## config.mk

```make
export PLATFORM = sky130hd
export DESIGN_NAME = serial_rx_flat
export DESIGN_NICKNAME = d
export VERILOG_FILES = /design/src/rtl/serial_rx_if.sv /design/src/rtl/serial_rx.sv /design/src/flat_wrapper.sv
export SDC_FILE = /design/constraint.sdc
export NUM_CORES = 1
export LEC_CHECK = 0
export ABC_AREA = 1
export ABC_CLOCK_PERIOD_IN_PS = 1300
export CORE_UTILIZATION = 50
export CTS_BUF_LIST = sky130_fd_sc_hd__clkbuf_8
export DETAILED_ROUTE_END_ITERATION = 10
export PLACE_DENSITY = 0.74
export SYNTH_ARGS = -nofsm -noshare
export SYNTH_HDL_FRONTEND = slang
export SYNTH_SLANG_ARGS = --single-unit
export TNS_END_PERCENT = 30
```

## constraint.sdc

```tcl
create_clock -name clock -period 1.3 [get_ports clock]
set_input_delay 0.39 -clock clock [delete_from_list [all_inputs] [get_ports clock]]
set_output_delay 0.39 -clock clock [all_outputs]
set_load 0.05 [all_outputs]
```

## src/rtl/serial_rx_if.sv

```systemverilog
`default_nettype none
// ============================================================================
//  Module      : serial_rx_if
//  Description : Line/consumer-side signal bundle of the serial_rx receiver.
//  Revision    : 1.0  initial release
// ============================================================================
interface serial_rx_if;
  logic       rx_in;
  logic       read_ack;
  logic [7:0] data_out;
  logic       data_valid;
  logic       error;
  logic       overrun;
  logic       busy;

  modport master (
    output rx_in,
    output read_ack,
    input  data_out,
    input  data_valid,
    input  error,
    input  overrun,
    input  busy
  );

  modport slave (
    input  rx_in,
    input  read_ack,
    output data_out,
    output data_valid,
    output error,
    output overrun,
    output busy
  );
endinterface
`default_nettype wire

```

## src/rtl/serial_rx.sv

```systemverilog
`default_nettype none
// ============================================================================
//  Module      : serial_rx
//  Description : 8N1 MSB-first serial receiver with mid-bit sampling, a
//                one-byte holding register and framing/overrun flags.
//  Revision    : 1.0  initial release
// ============================================================================
module serial_rx #(
  parameter int DelayTime = 104
) (
  input  logic        clock,
  input  logic        reset,
  serial_rx_if.slave  bus
);

  localparam int         c_P      = DelayTime + 2;
  localparam int         c_H      = c_P / 2;
  localparam logic [6:0] c_P_LAST = 7'(c_P - 1);
  localparam logic [6:0] c_H_LAST = 7'(c_H - 1);

  typedef enum logic [1:0] {
    IDLE  = 2'd0,
    START = 2'd1,
    DATA  = 2'd2,
    STOP  = 2'd3
  } state_t;

  state_t     r_state, w_state_nx;
  logic [6:0] r_cnt, w_cnt_nx;
  logic [2:0] r_idx, w_idx_nx;
  logic [7:0] r_shreg, w_shreg_nx;
  logic       w_done;

  logic       r_sync1, r_rx_s;
  logic [1:0] r_fill;
  logic       r_armed;

  logic [7:0] r_data_out;
  logic       r_data_valid, r_error, r_overrun;

  logic       w_good, w_bad, w_ack;

  always_ff @(posedge clock) begin
    if (reset) begin
      r_sync1 <= 1'b1;
      r_rx_s  <= 1'b1;
    end else begin
      r_sync1 <= bus.rx_in;
      r_rx_s  <= r_sync1;
    end
  end

  // After reset the synchronizer holds forced 1s; a start is only accepted once
  // a genuine idle level has come through, so an aborted frame's tail is ignored.
  always_ff @(posedge clock) begin
    if (reset) begin
      r_fill  <= 2'd0;
      r_armed <= 1'b0;
    end else begin
      if (r_fill != 2'd2)
        r_fill <= r_fill + 2'd1;
      if (r_fill == 2'd2 && r_rx_s)
        r_armed <= 1'b1;
    end
  end

  always_ff @(posedge clock) begin
    if (reset) begin
      r_state <= IDLE;
      r_cnt   <= 7'd0;
      r_idx   <= 3'd0;
      r_shreg <= 8'd0;
    end else begin
      r_state <= w_state_nx;
      r_cnt   <= w_cnt_nx;
      r_idx   <= w_idx_nx;
      r_shreg <= w_shreg_nx;
    end
  end

  always_comb begin
    w_state_nx = r_state;
    w_cnt_nx   = r_cnt;
    w_idx_nx   = r_idx;
    w_shreg_nx = r_shreg;
    w_done     = 1'b0;
    case (r_state)
      IDLE: begin
        w_cnt_nx = 7'd0;
        if (r_armed && !r_rx_s)
          w_state_nx = START;
      end
      START: begin
        if (r_cnt == c_H_LAST) begin
          w_cnt_nx   = 7'd0;
          w_idx_nx   = 3'd0;
          w_state_nx = r_rx_s ? IDLE : DATA;
        end else begin
          w_cnt_nx = r_cnt + 7'd1;
        end
      end
      DATA: begin
        if (r_cnt == c_P_LAST) begin
          w_shreg_nx = {r_shreg[6:0], r_rx_s};
          w_cnt_nx   = 7'd0;
          w_idx_nx   = r_idx + 3'd1;
          if (r_idx == 3'd7)
            w_state_nx = STOP;
        end else begin
          w_cnt_nx = r_cnt + 7'd1;
        end
      end
      STOP: begin
        if (r_cnt == c_P_LAST) begin
          w_done     = 1'b1;
          w_cnt_nx   = 7'd0;
          w_state_nx = IDLE;
        end else begin
          w_cnt_nx = r_cnt + 7'd1;
        end
      end
      default: begin
        w_state_nx = IDLE;
        w_cnt_nx   = 7'd0;
      end
    endcase
  end

  assign w_good = w_done &  r_rx_s;
  assign w_bad  = w_done & ~r_rx_s;
  assign w_ack  = bus.read_ack & r_data_valid;

  always_ff @(posedge clock) begin
    if (reset) begin
      r_data_out   <= 8'd0;
      r_data_valid <= 1'b0;
      r_error      <= 1'b0;
      r_overrun    <= 1'b0;
    end else begin
      if (w_good && (!r_data_valid || bus.read_ack)) begin
        r_data_out   <= r_shreg;
        r_data_valid <= 1'b1;
        r_error      <= 1'b0;
        if (w_ack)
          r_overrun <= 1'b0;
      end else if (w_good) begin
        // Holding register still full and not being read: drop the new byte.
        r_overrun <= 1'b1;
        r_error   <= 1'b0;
      end else begin
        if (w_bad)
          r_error <= 1'b1;
        if (w_ack) begin
          r_data_valid <= 1'b0;
          r_overrun    <= 1'b0;
        end
      end
    end
  end

  assign bus.data_out   = r_data_out;
  assign bus.data_valid = r_data_valid;
  assign bus.error      = r_error;
  assign bus.overrun    = r_overrun;
  assign bus.busy       = (r_state != IDLE);

endmodule
`default_nettype wire

```

## src/flat_wrapper.sv

```systemverilog
// flat-port wrapper written by rule: the top's interface ports become plain ports
module serial_rx_flat 
#(
  parameter int DelayTime = 104
)
  (clock, reset, bus_rx_in, bus_read_ack, bus_data_out, bus_data_valid, bus_error, bus_overrun, bus_busy);
  serial_rx_if bus_i ();
  input  logic clock;
  input  logic reset;
  input wire logic [$bits(bus_i.rx_in)-1:0] bus_rx_in;
  input wire logic [$bits(bus_i.read_ack)-1:0] bus_read_ack;
  output wire logic [$bits(bus_i.data_out)-1:0] bus_data_out;
  output wire logic [$bits(bus_i.data_valid)-1:0] bus_data_valid;
  output wire logic [$bits(bus_i.error)-1:0] bus_error;
  output wire logic [$bits(bus_i.overrun)-1:0] bus_overrun;
  output wire logic [$bits(bus_i.busy)-1:0] bus_busy;
  assign bus_i.rx_in = bus_rx_in;
  assign bus_i.read_ack = bus_read_ack;
  assign bus_data_out = bus_i.data_out;
  assign bus_data_valid = bus_i.data_valid;
  assign bus_error = bus_i.error;
  assign bus_overrun = bus_i.overrun;
  assign bus_busy = bus_i.busy;
  serial_rx #(.DelayTime(DelayTime)) u_core (.clock(clock), .reset(reset), .bus(bus_i));
endmodule
```

==> flow_summary.json, run 1 <==
{
  "layout-drive-gt1-share_pct": 40.4,
  "worstHoldPathCells": 1,
  "ir_worst_vdd_mv": 0.874,
  "path_cells": "inv_2, ha_4, clkinvlp_4, buf_12",
  "min_path_type": "reg -> reg",
  "wire_per_inst_um": 14.3,
  "die_y_um": 58.2,
  "ant_nets": 0,
  "synth_top_area_share_pct": 45.7,
  "path_buf_inv": 3,
  "fmax_mhz": 670,
  "reg2reg_depth": 8,
  "nets": 258,
  "maxSlewViolCount": 0,
  "grtUsageTotal_pct": 24.9,
  "clock_skew_ns": 0.00672,
  "cts_root_buffer": "clkbuf_8",
  "grt_pass1_vias": 1476,
  "die_x_um": 58.2,
  "outcome": "finished with violations",
  "drtPass1Iterations": 5,
  "dp_hpwl_mm": 2.26,
  "synth_largest_area_cell": "dfxtp_1",
  "core-area_um2": 3030,
  "critPathArrivalTime_ns": 1.10,
  "area_delta_synth_final_pct": 51.9,
  "cts_tree": "yes",
  "io_pins": 16,
  "maxSlewHeadroom_pct": 70.4,
  "rsz0062_at_grt": "yes",
  "clk_pin_slew_ns": 0.07,
  "pre_cts_ws_ns": -0.292,
  "netlist_top_cells_area": "dfxtp_1, nand2_1, a21oi_1",
  "ys.warnings.count": 0,
  "grt_max_degree": 17,
  "start_kind": "register",
  "syn_inst": 199,
  "cts_buffer_depth": 2,
  "critical_path.top_delay_family": "flip-flops",
  "whs_ns": 0.423,
  "drc_errors": 0,
  "avgSynthCellArea_um2": 7.93,
  "vias_per_cell": 5.30,
  "htree_levels": 2,
  "worst_pin_slew_ns": 0.443,
  "violations": "negative setup slack",
  "io_buffers": 15,
  "cts_inserted_buffers": 5,
  "syn_nets": 213,
  "cp.required_ns": 0.91,
  "max_stage_delay_ns": 0.33,
  "fin_crit_ns": 1.49,
  "hold_start": "u_core.r_sync1",
  "hold_viol": 0,
  "ys_seq_area_share_pct": 45.7,
  "timing.final.ws_setup_ns": -0.193,
  "ys_ff_latch": 36,
  "worstPathMaxFanout": 3,
  "power.total_uw": 2840,
  "clk_latency_ns": 0.29,
  "ff2ff_setup_slack_ns": -0.17,
  "dr_total_vias": 1533,
  "gp_congestion": 0.854,
  "multi_input_area_um2": 898,
  "finalCritPeriodShare_pct": 115,
  "antenna_found_initial": 0,
  "path_class": "reg -> out",
  "drt_iter0_drc": 95,
  "placed_area_um2": 2000,
  "final_area_um2": 2400,
  "fill_cells": 177,
  "grt_pass1_wl_mm": 6.18,
  "diodes": 0,
  "initial_core_util_pct": 52.1,
  "drv_cap": 0,
  "finalSetupViolCount": 30,
  "std_cell_rows": 20,
  "power_density_nw_per_um2": 1190,
  "slowest_stage": "dfxtp_2",
  "whs_endpoint": "u_core.r_rx_s",
  "synth_area_um2": 1580,
  "endpoint_kind": "primary output",
  "register_area_um2": 727,
  "rr_startpoint": "u_core.r_state[0]",
  "p_leak_uw": 0.00103,
  "synth_cell_types": 23,
  "wirelength_mm": 4.13,
  "die_area_um2": 3380,
  "grt-ovfl-total": 0,
  "cts_sinks": 36
}
==> repair_timing <==
item	4_1_cts	5_1_grt
resized for setup	28	35
gates cloned	1	0
hold buffers	0	0
buffers inserted	9	4
endpoints found under the setup margin	29	34
pin swaps	5	14
==> final cells by class <==
type / instances / area share [%]
Clock buffer: 5 / 2.87
Inverter: 30 / 5.48
Multi-Input combinational cell: 129 / 37.5
Clock inverter: 3 / 1.62
Sequential cell: 36 / 30.3
Timing Repair Buffer: 42 / 19.9
Tap cell: 44 / 2.30
==> power breakdown <==
part	leakage [uW]	switching, uW	total (uW)	internal, uW
logic	0.000675	356	692	335
clock network	0.0000593	405	966	561
registers	0.000294	33.0	1190	1150
==> stage by stage <==
stage / util (%) / TNS [ns] / cells
finish: 79.1 / -2.03 / 289
global route: 79.1 / -4.53 / 289
CTS: 74.1 / -1.54 / 285
detailed placement: 65.9 / -7.10 / 267
global placement: 65.9 / -5.29 / 267
floorplan: - / -0.217 / 199
==> cell usage after synthesis <==
cell      number
dfxtp_1       36
nor2_1        18
a21oi_2        1
clkinv_2       1
clkinv_4       1
o21ai_0       10
buf_2          1
or2_2          2
nand3b_1       1
nand3_1        7
nand4_1        6
clkbuf_1       3
nand2_2        1
ha_1          10
nand2_1       37
xor2_1         4
nand3_4        2
inv_1         28
xnor2_1        1
clkbuf_2       1
a21oi_1       25
nor2_4         1
nor2_2         2
==> state kept, by name (all words and copies together), names as in the netlist, 2 cells and up, named ones only <==
signal               count
u_core.r_fill            2
u_core.r_idx             3
u_core.bus.data_out      8
u_core.r_cnt             7
u_core.r_shreg           8
==> worst max path at each step <==
stage | to | depth (start not counted) | from
2_1_floorplan | u_core.bus.data_out[0] | 5 | u_core.bus.data_valid
4_1_cts | bus_busy | 4 | u_core.r_state[0]
5_1_grt | register | 10 | u_core.r_cnt[1]
3_3_place_gp | u_core.bus.data_out[5] | 7 | bus_read_ack
3_5_place_dp | u_core.r_cnt[0] | 4 | reset
6_report | bus_busy | 4 | register
==> cells in the final DEF, fill, tap and decap left out, types with 2 or more instances in the layout <==
cell and count:
dfxtp_1 31, nor2_1 16, o21ai_0 2, nand3_1 3, clkbuf_8 5, ha_4 2
nand2_1 25, nor2_2 4, clkdlybuf4s50_1 3, buf_12 12, nand3_2 3, xor2_1 4
inv_1 23, o21ai_1 8, nand3_4 4, a21oi_1 16, inv_2 5, dfxtp_2 5
ha_1 7, or2_2 2, a21oi_2 10, nand2_4 8, nand4_1 6, buf_4 26
nand2_2 5
==> layer usage <==
metal	vias to the layer above	part of all wire (%)	track usage [%]
met2	41	54	43.3
li1	730	-	-
met1	747	39	26.2
met5	-	0	0
met4	0	3.5	13.6
met3	15	3.5	8.48
==> cells by family after synthesis <==
kind of cell,synth area share (%)
AND/OR/NAND/NOR,23.1
AO/OA/AOI/OAI,11.7
flip-flops,45.7
buffers and inverters,8.88
adder cells (fa/ha/maj),7.93
XOR/XNOR,2.78
No activity file was read; power rests on OpenSTA's default activity.
==> inputs of run 2 (changes only) <==
--- a/config.mk
+++ b/config.mk
@@ -6,11 +6,11 @@
 export NUM_CORES = 1
 export LEC_CHECK = 0
 export ABC_AREA = 1
-export ABC_CLOCK_PERIOD_IN_PS = 1300
+export ABC_CLOCK_PERIOD_IN_PS = 1700
 export CORE_UTILIZATION = 50
 export CTS_BUF_LIST = sky130_fd_sc_hd__clkbuf_8
 export DETAILED_ROUTE_END_ITERATION = 10
-export PLACE_DENSITY = 0.74
+export PLACE_DENSITY = 0.72
 export SYNTH_ARGS = -nofsm -noshare
 export SYNTH_HDL_FRONTEND = slang
 export SYNTH_SLANG_ARGS = --single-unit
==> constraint.sdc (replaced) <==
create_clock -name clock -period 1.7 [get_ports clock]
set_input_delay 0.51 -clock clock [delete_from_list [all_inputs] [get_ports clock]]
set_output_delay 0.51 -clock clock [all_outputs]
set_load 0.05 [all_outputs]
==> flow_summary.json, run 2 (same netlist as run 1, synthesis figures left out) <==
{
  "outcome": "complete, no violations",
  "die_x_um": 58.2,
  "finalCritPeriodShare_pct": 96.8,
  "power_density_nw_per_um2": 919,
  "finalSetupViolCount": 0,
  "worstPathMaxFanout": 4,
  "die_area_um2": 3380,
  "combPwrFrac_pct": 18.6,
  "intPower_uw": 1350,
  "dr_total_vias": 1267,
  "drv_cap": 0,
  "cts_hold_buf": 0,
  "seqPwrFrac_pct": 48.6,
  "final_area_um2": 2030,
  "diodes": 0,
  "layout-drive-gt1-share_pct": 18.4,
  "dp_hpwl_mm": 2.18,
  "ant_nets": 0,
  "critPathArrivalTime_ns": 1.14,
  "tns_ns": 0,
  "final_cell_mix": "nand2_1, dfxtp_1, inv_1",
  "grt_max_degree": 17,
  "drc_errors": 0,
  "endpoint_kind": "primary output",
  "grtUsageTotal_pct": 18.9,
  "path_buf_inv": 3,
  "pre_cts_ws_ns": 0.0199,
  "p_leak_uw": 0.000818,
  "initial_core_util_pct": 52.1,
  "nets": 236,
  "cts_tree": "yes",
  "placed_area_um2": 1910,
  "ir_worst_vdd_mv": 0.471,
  "area_delta_synth_final_pct": 28.7,
  "fmax_mhz": 608,
  "min_path_type": "reg -> reg",
  "maxSlewViolCount": 0,
  "cp.depth": 4,
  "swShare_pct": 27.6,
  "grt_pass1_vias": 1145,
  "std_cell_rows": 20,
  "wirelength_mm": 2.87,
  "cts_buffer_depth": 2,
  "clkPwrFrac_pct": 32.9,
  "clk_pin_slew_ns": 0.06,
  "wire_per_inst_um": 10.7,
  "htree_levels": 2,
  "worstHoldPathCells": 1,
  "grt_pass1_wl_mm": 4.74,
  "die_y_um": 58.2,
  "timing.final.ws_setup_ns": 0.0546,
  "io_buffers": 15,
  "p_sw_uw": 514,
  "rsz0062_at_grt": "no",
  "power.total_uw": 1870,
  "worst_pin_slew_ns": 0.298,
  "fin_crit_ns": 1.65,
  "start_kind": "register",
  "max_stage_delay_ns": 0.36,
  "cts_root_buffer": "clkbuf_8",
  "slowest_stage": "dfxtp_2",
  "cts_inserted_buffers": 5,
  "grt-ovfl-total": 0,
  "cp.required_ns": 1.19,
  "gp_congestion": 0.782,
  "core-area_um2": 3030,
  "clock_skew_ns": 0.00460,
  "path_cells": "inv_1, ha_2, inv_2, buf_12",
  "final_common_cell": "nand2_1",
  "critical_path.top_delay_family": "flip-flops",
  "vias_per_cell": 4.75,
  "hold_viol": 0,
  "cts_sinks": 36,
  "io_pins": 16,
  "antenna_found_initial": 0,
  "drtPass1Iterations": 6,
  "reg2reg_depth": 9,
  "drt_iter0_drc": 45,
  "maxSlewHeadroom_pct": 80.1,
  "clk_latency_ns": 0.29,
  "ff2ff_setup_slack_ns": 0.22,
  "path_class": "reg -> out"
}
-- run 2: changes by cell type in the layout (fill, tap and decap cells not counted), moves of 4 or more --
cell     delta
nand2_1    +12
inv_1       +5
o21ai_1     -8
a21oi_1     +9
nand2_4     -8
a21oi_2     -9
nand2_2     -4
buf_4      -20
o21ai_0     +8
inv_2       -4
-- run 2: path summary, 6_finish.rpt --
path                                   startpoint       endpoint
worst min-delay path               u_core.r_sync1  u_core.r_rx_s
worst min register to register     u_core.r_sync1  u_core.r_rx_s
worst max register to register  u_core.r_state[0]       register
worst max-delay path            u_core.r_state[0]       bus_busy
-- run 2: routing by layer --
metal	share of wire, %	track usage, %
met1	43	20.7
met2	50	32.3
met3	2.9	4.69
met4	3.4	12.2
met5	0	0
-- run 2: through the flow --
stage                     hold slack (ns)  instances  util (%)
after floorplan                     0.389        199         -
after global placement              0.400        257      63.1
after detailed placement            0.406        257      63.1
after CTS                           0.425        265      66.3
after global routing                0.436        267      67.1
final                               0.425        267      67.1
-- run 2: cell type report --
type | instances | area (um^2)
fillers | 254 | 997
repair buffers | 21 | 315
clock buffers | 6 | 82.6
inverters | 30 | 119
multi-input cells | 128 | 724
clock inverters | 2 | 11.3
well taps | 44 | 55.1
flip-flops and latches | 36 | 723
-- run 2: repair_timing --
action / in CTS / in global routing
setup buffers: 0 / 2
gates resized for setup: 2 / 3
endpoints found under the hold margin: 0 / 0
endpoints found under the setup margin: 1 / 3
-- run 2: power groups by stage --
| stage | clock network (uW) | registers (uW) | logic (uW) |
|---|---|---|---|
| global placement | 0 | 922 | 294 |
| detailed placement | 0 | 923 | 304 |
| floorplan | 0 | 916 | 217 |
| global route | 669 | 909 | 381 |
| CTS | 633 | 906 | 309 |
| finish | 613 | 906 | 346 |
==> inputs of run 3 (changes only) <==
--- a/config.mk
+++ b/config.mk
@@ -7,10 +7,9 @@
 export LEC_CHECK = 0
 export ABC_AREA = 1
 export ABC_CLOCK_PERIOD_IN_PS = 1700
-export CORE_UTILIZATION = 50
+export CORE_UTILIZATION = 40
 export CTS_BUF_LIST = sky130_fd_sc_hd__clkbuf_8
 export DETAILED_ROUTE_END_ITERATION = 10
-export PLACE_DENSITY = 0.72
 export SYNTH_ARGS = -nofsm -noshare
 export SYNTH_HDL_FRONTEND = slang
 export SYNTH_SLANG_ARGS = --single-unit
==> flow_summary.json, run 3 (same netlist as run 1, synthesis figures left out) <==
{
  "outcome": "complete, no violations",
  "critPathArrivalTime_ns": 1.11,
  "area_delta_synth_final_pct": 28.6,
  "p_leak_uw": 0.000819,
  "clk_latency_ns": 0.29,
  "whs_ns": 0.428,
  "nets": 234,
  "dp_hpwl_mm": 2.20,
  "cts_root_buffer": "clkbuf_8",
  "diodes": 0,
  "grt_max_degree": 17,
  "power_density_nw_per_um2": 970,
  "io_buffers": 15,
  "worstPathMaxFanout": 3,
  "power.total_uw": 1970,
  "min_path_type": "reg -> reg",
  "wirelength_mm": 2.97,
  "vias_per_cell": 4.75,
  "core-area_um2": 3720,
  "die_y_um": 64.8,
  "ant_nets": 0,
  "initial_core_util_pct": 42.5,
  "hold_viol": 0,
  "cts_hold_buf": 0,
  "htree_levels": 2,
  "cts_tree": "yes",
  "ir_worst_vdd_mv": 0.507,
  "worst_pin_slew_ns": 0.327,
  "path_class": "reg -> out",
  "drtPass1Iterations": 4,
  "endpoint_kind": "primary output",
  "final_common_cell": "nand2_1",
  "drv_cap": 0,
  "wire_per_inst_um": 11.0,
  "grt-ovfl-total": 0,
  "finalCritPeriodShare_pct": 95.5,
  "drt_iter0_drc": 57,
  "fin_crit_ns": 1.62,
  "start_kind": "register",
  "gp_congestion": 0.771,
  "io_pins": 16,
  "cts_sinks": 36,
  "clk_pin_slew_ns": 0.07,
  "die_area_um2": 4200,
  "finalSetupViolCount": 0,
  "grtUsageTotal_pct": 17.1,
  "cp.required_ns": 1.19,
  "cts_buffer_depth": 2,
  "std_cell_rows": 22,
  "timing.final.ws_setup_ns": 0.0769,
  "maxSlewHeadroom_pct": 78.2,
  "fmax_mhz": 616,
  "die_x_um": 64.8,
  "fill_cells": 353,
  "clock_skew_ns": 0.00461,
  "dr_total_vias": 1278,
  "grt_pass1_wl_mm": 5.29,
  "antenna_found_initial": 0,
  "layout-drive-gt1-share_pct": 17.6,
  "cts_inserted_buffers": 5,
  "pre_cts_ws_ns": 0.0465,
  "drc_errors": 0,
  "grt_pass1_vias": 1270,
  "final_cell_mix": "nand2_1, dfxtp_1, inv_1",
  "maxSlewViolCount": 0
}
## run 3: path summary, 6_finish.rpt
path | startpoint | slack (ns) | depth (start not counted) | to
worst max-delay path | u_core.r_state[0] | 0.08 | 4 | bus_busy
worst min-delay path | u_core.r_sync1 | 0.43 | 1 | u_core.r_rx_s
worst max register to register | u_core.r_cnt[0] | 0.18 | 9 | u_core.r_cnt[1]
worst min register to register | u_core.r_sync1 | 0.43 | 1 | u_core.r_rx_s
## run 3: cell type report
cell class | count | area (um^2) | area share [%]
clock buffer | 5 | 68.8 | 3.39
inverter | 30 | 119 | 5.86
timing repair buffer | 19 | 300 | 14.8
clock inverter | 3 | 38.8 | 1.91
tap | 48 | 60.1 | 2.96
sequential | 36 | 723 | 35.6
multi-input combinational | 128 | 719 | 35.4
## run 3: repair_timing
item / 4_1_cts / 5_1_grt
setup endpoints to repair: 1 / 1
pin swaps: 0 / 0
setup buffers: 0 / 1
resized for setup: 2 / 3
## run 3: per-layer routing
metal  global-route usage [%]  share of wire (%)
met3                     6.34                4.2
met5                        0                  0
met4                     10.0                2.4
met2                     27.6                 46
met1                     19.0                 47
## run 3: power by group
| group | switching, uW | internal, uW | total (uW) | leakage [uW] |
|---|---|---|---|---|
| clock | 312 | 429 | 742 | 0.0000593 |
| sequential | 20.4 | 882 | 902 | 0.000292 |
| combinational | 191 | 134 | 326 | 0.000468 |
| total | 524 | 1450 | 1970 | 0.000819 |
## run 3: per-stage QoR
step                cells  setup TNS (ns)  util [%]  cell area, um^2
floorplan             199               0         -             1580
global placement      260               0      51.4             1910
detailed placement    260               0      51.4             1910
CTS                   268               0      54.3             2020
global route          269        -0.00382      54.6             2030
finish                269               0      54.6             2030
## run 3: worst max-delay path, stage by stage (launching register included)
cell and delay (ns):
dfxtp_2 0.34, inv_1 0.07, ha_2 0.19, inv_2 0.09
buf_12 0.14
